**src/rtl/alu_pkg.sv**
```systemverilog
// Shared opcode and FSM state encodings for seq_alu and its MUL/DIV datapath.
// Optional flag outputs of seq_alu are enabled with `define ALU_FLAGS_EN.
package alu_pkg;

  localparam logic [3:0] OP_ADD = 4'd0;
  localparam logic [3:0] OP_SUB = 4'd1;
  localparam logic [3:0] OP_AND = 4'd2;
  localparam logic [3:0] OP_OR  = 4'd3;
  localparam logic [3:0] OP_XOR = 4'd4;
  localparam logic [3:0] OP_SHL = 4'd5;
  localparam logic [3:0] OP_SHR = 4'd6;
  localparam logic [3:0] OP_MUL = 4'd7;
  localparam logic [3:0] OP_DIV = 4'd8;

  localparam logic [1:0] ST_IDLE = 2'd0;
  localparam logic [1:0] ST_BUSY = 2'd1;
  localparam logic [1:0] ST_DONE = 2'd2;

  // Shift amount uses r2[log2(WIDTH):0], i.e. log2(WIDTH)+1 bits.
  function automatic int unsigned shamt_width(input int unsigned w);
    return $clog2(w) + 1;
  endfunction

endpackage

```
**src/rtl/seq_alu_muldiv.sv**
```systemverilog
// Iterative datapath: shift-add multiply and restoring divide, one step per cycle.
// Result outputs carry the post-step value so the caller can register them on the done cycle.
module seq_alu_muldiv #(
  parameter int unsigned WIDTH = 4
) (
  input  logic               clk,
  input  logic               rst,
  input  logic               start,
  input  logic               is_div,
  input  logic [WIDTH-1:0]   a,
  input  logic [WIDTH-1:0]   b,
  output logic               busy,
  output logic               done,
  output logic [2*WIDTH-1:0] product,
  output logic [WIDTH-1:0]   quotient,
  output logic [WIDTH-1:0]   remainder
);

  localparam int unsigned CW = $clog2(WIDTH);
  localparam logic [CW-1:0] CNT_INIT = CW'(WIDTH - 1);

  logic               busy_q, busy_d;
  logic               is_div_q, is_div_d;
  logic [CW-1:0]      cnt_q, cnt_d;
  logic [2*WIDTH-1:0] acc_q, acc_d;
  logic [2*WIDTH-1:0] mcand_q, mcand_d;
  logic [WIDTH-1:0]   mplier_q, mplier_d;
  logic [WIDTH-1:0]   rem_q, rem_d;
  logic [WIDTH-1:0]   quo_q, quo_d;
  logic [WIDTH-1:0]   divisor_q, divisor_d;
  logic [WIDTH:0]     shifted;
  logic [WIDTH:0]     trial;

  always_comb begin
    busy_d    = busy_q;
    is_div_d  = is_div_q;
    cnt_d     = cnt_q;
    acc_d     = acc_q;
    mcand_d   = mcand_q;
    mplier_d  = mplier_q;
    rem_d     = rem_q;
    quo_d     = quo_q;
    divisor_d = divisor_q;
    // Restoring step: bring the next dividend bit into the partial remainder.
    shifted   = {rem_q, quo_q[WIDTH-1]};
    trial     = shifted - {1'b0, divisor_q};
    if (start) begin
      busy_d    = 1'b1;
      is_div_d  = is_div;
      cnt_d     = CNT_INIT;
      acc_d     = '0;
      mcand_d   = {{WIDTH{1'b0}}, a};
      mplier_d  = b;
      rem_d     = '0;
      quo_d     = a;
      divisor_d = b;
    end else if (busy_q) begin
      if (is_div_q) begin
        if (shifted >= {1'b0, divisor_q}) begin
          rem_d = trial[WIDTH-1:0];
          quo_d = {quo_q[WIDTH-2:0], 1'b1};
        end else begin
          rem_d = shifted[WIDTH-1:0];
          quo_d = {quo_q[WIDTH-2:0], 1'b0};
        end
      end else begin
        if (mplier_q[0]) acc_d = acc_q + mcand_q;
        mcand_d  = mcand_q << 1;
        mplier_d = mplier_q >> 1;
      end
      if (cnt_q == '0) busy_d = 1'b0;
      else             cnt_d  = cnt_q - 1'b1;
    end
  end

  always_ff @(posedge clk) begin
    if (rst) begin
      busy_q    <= 1'b0;
      is_div_q  <= 1'b0;
      cnt_q     <= '0;
      acc_q     <= '0;
      mcand_q   <= '0;
      mplier_q  <= '0;
      rem_q     <= '0;
      quo_q     <= '0;
      divisor_q <= '0;
    end else begin
      busy_q    <= busy_d;
      is_div_q  <= is_div_d;
      cnt_q     <= cnt_d;
      acc_q     <= acc_d;
      mcand_q   <= mcand_d;
      mplier_q  <= mplier_d;
      rem_q     <= rem_d;
      quo_q     <= quo_d;
      divisor_q <= divisor_d;
    end
  end

  assign busy      = busy_q;
  assign done      = busy_q && (cnt_q == '0);
  assign product   = acc_d;
  assign quotient  = quo_d;
  assign remainder = rem_d;

endmodule

```
**src/rtl/seq_alu.sv**
```systemverilog
// Registered ALU with valid/ready handshake; MUL/DIV run iteratively in seq_alu_muldiv.
// `define ALU_FLAGS_EN to add registered flag_z/flag_c/flag_v outputs.
module seq_alu
  import alu_pkg::*;
#(
  parameter int unsigned WIDTH = 4
) (
  input  logic               clk,
  input  logic               rst,
  input  logic               in_valid,
  output logic               in_ready,
  input  logic [WIDTH-1:0]   r1,
  input  logic [WIDTH-1:0]   r2,
  input  logic [3:0]         op_code,
  output logic               out_valid,
  input  logic               out_ready,
  output logic [2*WIDTH-1:0] out,
  output logic               err
`ifdef ALU_FLAGS_EN
  ,
  output logic               flag_z,
  output logic               flag_c,
  output logic               flag_v
`endif
);

  localparam int unsigned OW  = 2 * WIDTH;
  localparam int unsigned SHW = shamt_width(WIDTH);

  logic [1:0]         state_q, state_d;
  logic [OW-1:0]      out_q, out_d;
  logic               err_q, err_d;
  logic               is_div_q, is_div_d;
  logic [OW-1:0]      a_ext, b_ext;
  logic [WIDTH:0]     sum;
  logic [SHW-1:0]     shamt;
  logic               md_start, md_busy, md_done;
  logic [OW-1:0]      md_prod;
  logic [WIDTH-1:0]   md_quo, md_rem;

`ifdef ALU_FLAGS_EN
  logic               flag_z_q, flag_z_d;
  logic               flag_c_q, flag_c_d;
  logic               flag_v_q, flag_v_d;
  logic [WIDTH-1:0]   diff_w;
  assign diff_w = r1 - r2;
`endif

  assign a_ext = {{WIDTH{1'b0}}, r1};
  assign b_ext = {{WIDTH{1'b0}}, r2};
  assign sum   = {1'b0, r1} + {1'b0, r2};
  assign shamt = r2[SHW-1:0];

  // Division by zero is resolved immediately and never starts the datapath.
  assign md_start = in_valid && (state_q == ST_IDLE) &&
                    ((op_code == OP_MUL) || ((op_code == OP_DIV) && (r2 != '0)));

  seq_alu_muldiv #(
    .WIDTH(WIDTH)
  ) u_muldiv (
    .clk       (clk),
    .rst       (rst),
    .start     (md_start),
    .is_div    (op_code == OP_DIV),
    .a         (r1),
    .b         (r2),
    .busy      (md_busy),
    .done      (md_done),
    .product   (md_prod),
    .quotient  (md_quo),
    .remainder (md_rem)
  );

  always_comb begin
    state_d  = state_q;
    out_d    = out_q;
    err_d    = err_q;
    is_div_d = is_div_q;
`ifdef ALU_FLAGS_EN
    flag_z_d = flag_z_q;
    flag_c_d = flag_c_q;
    flag_v_d = flag_v_q;
`endif
    case (state_q)
      ST_IDLE: begin
        if (in_valid) begin
          state_d = ST_DONE;
          err_d   = 1'b0;
`ifdef ALU_FLAGS_EN
          flag_c_d = 1'b0;
          flag_v_d = 1'b0;
`endif
          case (op_code)
            OP_ADD: begin
              out_d = {{(WIDTH-1){1'b0}}, sum};
`ifdef ALU_FLAGS_EN
              flag_c_d = sum[WIDTH];
              flag_v_d = (r1[WIDTH-1] == r2[WIDTH-1]) && (sum[WIDTH-1] != r1[WIDTH-1]);
`endif
            end
            OP_SUB: begin
              out_d = a_ext - b_ext;
`ifdef ALU_FLAGS_EN
              flag_c_d = (r1 < r2);
              flag_v_d = (r1[WIDTH-1] != r2[WIDTH-1]) && (diff_w[WIDTH-1] != r1[WIDTH-1]);
`endif
            end
            OP_AND: out_d = a_ext & b_ext;
            OP_OR:  out_d = a_ext | b_ext;
            OP_XOR: out_d = a_ext ^ b_ext;
            OP_SHL: out_d = (32'(shamt) >= OW) ? '0 : (a_ext << shamt);
            OP_SHR: out_d = (32'(shamt) >= OW) ? '0 : (a_ext >> shamt);
            OP_MUL: begin
              is_div_d = 1'b0;
              state_d  = ST_BUSY;
            end
            OP_DIV: begin
              if (r2 == '0) begin
                out_d = {r1, {WIDTH{1'b1}}};
                err_d = 1'b1;
              end else begin
                is_div_d = 1'b1;
                state_d  = ST_BUSY;
              end
            end
            default: begin
              out_d = '0;
              err_d = 1'b1;
            end
          endcase
        end
      end
      ST_BUSY: begin
        if (md_busy && md_done) begin
          state_d = ST_DONE;
          err_d   = 1'b0;
          out_d   = is_div_q ? {md_rem, md_quo} : md_prod;
`ifdef ALU_FLAGS_EN
          flag_c_d = 1'b0;
          flag_v_d = 1'b0;
`endif
        end
      end
      ST_DONE: begin
        if (out_ready) state_d = ST_IDLE;
      end
      default: state_d = ST_IDLE;
    endcase
`ifdef ALU_FLAGS_EN
    if ((state_d == ST_DONE) && (state_q != ST_DONE)) flag_z_d = (out_d == '0);
`endif
  end

  always_ff @(posedge clk) begin
    if (rst) begin
      state_q  <= ST_IDLE;
      out_q    <= '0;
      err_q    <= 1'b0;
      is_div_q <= 1'b0;
`ifdef ALU_FLAGS_EN
      flag_z_q <= 1'b0;
      flag_c_q <= 1'b0;
      flag_v_q <= 1'b0;
`endif
    end else begin
      state_q  <= state_d;
      out_q    <= out_d;
      err_q    <= err_d;
      is_div_q <= is_div_d;
`ifdef ALU_FLAGS_EN
      flag_z_q <= flag_z_d;
      flag_c_q <= flag_c_d;
      flag_v_q <= flag_v_d;
`endif
    end
  end

  assign in_ready  = (state_q == ST_IDLE);
  assign out_valid = (state_q == ST_DONE);
  assign out       = out_q;
  assign err       = err_q;
`ifdef ALU_FLAGS_EN
  assign flag_z = flag_z_q;
  assign flag_c = flag_c_q;
  assign flag_v = flag_v_q;
`endif

endmodule

```
**config.mk**
```make
export PLATFORM = sky130hd
export DESIGN_NAME = seq_alu
export DESIGN_NICKNAME = d
export VERILOG_FILES = /design/src/rtl/alu_pkg.sv /design/src/rtl/seq_alu_muldiv.sv /design/src/rtl/seq_alu.sv
export SDC_FILE = /design/constraint.sdc
export NUM_CORES = 1
export LEC_CHECK = 0
export BUFFER_PORTS_ARGS = -buffer_cell sky130_fd_sc_hd__buf_2
export CORE_ASPECT_RATIO = 0.7
export CORE_MARGIN = 2
export CORE_UTILIZATION = 55
export CTS_CLUSTER_SIZE = 40
export DETAILED_ROUTE_END_ITERATION = 6
export PLACE_DENSITY = 0.74
export SLEW_MARGIN = 20
export SYNTH_ARGS = -nofsm -noshare
export SYNTH_HDL_FRONTEND = slang
export SYNTH_SLANG_ARGS = --single-unit
```
**constraint.sdc**
```tcl
create_clock -name clk -period 3 [get_ports clk]
set_input_delay 0.45 -clock clk [delete_from_list [all_inputs] [get_ports clk]]
set_output_delay 0.45 -clock clk [all_outputs]
set_load 0.02 [all_outputs]
```
==> reports/qor.yml <==
async_flop_share_pct: 0
synth_edf_count: 0
synth_top_cell_by_area: "dfxtp_1"
gp_congestion: 0.9370
required_ps: 3190
ys_seq_elements: 48
ff2ff_setup_slack_ps: 660
antenna_found_initial: 0
cts_buffers: 5
synth.distinct_cells: 63
first_pass_iters: 5
routed_wl_mm: 9.598
finalSetupViolCount: 0
clockRootBuffer: "clkbuf_8"
hold_violations: 0
cp_cell_sequence: "inv_1 > ha_1 > nand2b_1 > a2111oi_2 > o21ai_0 > o211ai_2 > a311oi_1 > o31a_1"
clk_latency_ps: 300
worst-path-max-fanout: 3
fillerInstances: 570
die_w_um: 99.80
cp_top_family: "compound AO/OA/AOI/OAI gates"
rows: 24
hpwlAfterDp_mm: 7.356
placed_area_um2: 3692
layout-drive-gt1-share_pct: 11.91
power_density_nw_per_um2: 393.3
drv_slew: 0
criticalPathCategory: "flop to flop"
layout.nets: 516
ys_seq_area_share_pct: 27.20
cts.path.max_buffers: 2
overflow: 0
place_inst: 541
tns_ps: 0
max_cap_violations: 0
fin_cells: 548
ys.flop_type: "dfxtp_1"
syn2layout_area_growth_pct: 8.144
timing.fmax_mhz: 426.7
use_met2_pct: 40.09
die_area_um2: 7092
synth_top_cells_by_count: "nand2_1 (60), a21oi_1 (53), dfxtp_1 (48)"
worst-path-buf-inv: 1
wl_per_cell_um: 17.51
min_period_over_period_pct: 78.12
fin_crit_ps: 2344
whs_ps: 411.4
drt_iter0_markers: 309
cts-resized-gates: 0
die_y_um: 71.06
use_met3_pct: 6.028
avgSynthCellArea_um2: 7.749
start_util_pct: 56.84
yosysWarnings: 0
cts_sinks: 48
use_met1_pct: 45.48
netlist_instances: 456
vias_per_cell: 6.159
post-cts-setup-buffers: 0
fin_worst_skew_ps: 9.330
worstHoldPathType: "input port to flop"
drc_errors: 0
ir_drop_mv: 0.2518
status: "finished, final reports clean"
netlist.area_leader.share_pct: 27.20
final_design_area_no_fill_um2: 3821
antenna_left: 0
io_pins: 27
track_usage_pct: 28.46
io_buffers: 26
syn_area_um2: 3533
critPathLaunchType: "flop"
diodes: 0
holdBufCountCts: 0
crit_arrival_ps: 2530
grt_pass1_vias: 3133
power_leakage_nw: 1.570
ctsHtreeMaxLevel: 2
grt_first_pass_wirelength_mm: 16.13
rsz0062_at_grt: "no"
cpMaxStageDelayCell: "a2111oi_2"
crit_path_end_kind: "flop"
grt.busiest_layer: "met1"
yosys-top-cells-area: "dfxtp_1 (27%), ha_1 (9.2%), a21oi_1 (7.5%)"
core_um2: 6216
cts_tree: "yes"
max_stage_delay_ps: 470
synth_nets: 502
via_count: 3375
yosysMostFrequentCell: "nand2_1"
cts.clk_slew.worst_paths_ps: 90
max_slew_margin_pct: 53.57
grt_max_degree: 30
tightest_slew_ps: 696.4
-- final timing paths --
kind,startpoint,endpoint,depth (start not counted)
setup / recovery,u_muldiv.quo_q[3],out[0],8
setup reg to reg,u_muldiv.quo_q[3],out[0],8
hold / removal,out_ready,state_q[1],3
hold reg to reg,u_muldiv.divisor_q[2],u_muldiv.divisor_q[2],2
-- cell type report --
type,count,area [um2],share of cell area (%)
inverters,26,97.59,2.554
multi-input cells,356,2354,61.59
clock inverters,2,60.06,1.572
clock buffers,5,68.82,1.801
well taps,78,97.59,2.554
repair buffers,33,182.7,4.781
flip-flops and latches,48,960.9,25.15
-- logic make-up (layout without fill, tap and decap cells) --
kind of cell	Yosys count	in the layout	share of synthesized area, %
AND/OR/NAND/NOR	159	159	22.20
flip-flops	48	48	27.20
XOR/XNOR	9	9	2.231
buffers and inverters	52	66	6.197
multiplexers	17	17	4.851
AO/OA/AOI/OAI	141	141	25.85
adder cells (fa/ha/maj)	30	30	11.47
-- per-stage QoR --
stage | utilization (%) | power (mW) | setup WS, ps
floorplan | - | 0.8717 | 782.6
global placement | 59.40 | 0.9582 | 461.7
detailed placement | 59.40 | 0.9616 | 414.9
CTS | 61.47 | 1.500 | 699.2
global route | 61.47 | 1.562 | 514.5
finish | 61.47 | 1.503 | 656.4
-- registers in the layout, summed over array words and instances, names as in the netlist --
register,flops
is_div_q,1
u_muldiv.quo_q,4
u_muldiv.acc_q,8
u_muldiv.is_div_q,1
u_muldiv.divisor_q,4
u_muldiv.cnt_q,2
u_muldiv.rem_q,4
u_muldiv.mcand_q,8
out,8
err,1
u_muldiv.mplier_q,4
u_muldiv.busy,1
state_q,2
-- layout by cell type, fill, tap and decap left out, types with 6 or more instances in the layout --
cell	count
nor2_1	39
mux2i_1	16
o21ai_0	25
nand2b_1	12
a311oi_1	7
buf_2	26
nand3_1	10
ha_1	26
buf_4	7
inv_1	26
dfxtp_1	48
nand2_1	60
nand3b_1	6
a21o_1	7
nor2b_1	9
a21oi_1	53
a31oi_1	6
-- per-layer routing --
layer / vias up / wire [um]
met2: 136 / 3940
met1: 1592 / 4831
met5: - / 0
met3: 3 / 807
met4: 0 / 19
li1: 1644 / -
-- worst min-delay path, cell delays in order --
cell and delay, ps:
buf_2 70, nand2b_1 80, a21oi_1 60
-- power by group --
part,internal (mW),switching (mW)
combinational,0.0999,0.182
sequential,0.657,0.0151
clock,0.328,0.221
total,1.09,0.418
Power figures use the tool's default switching activity.
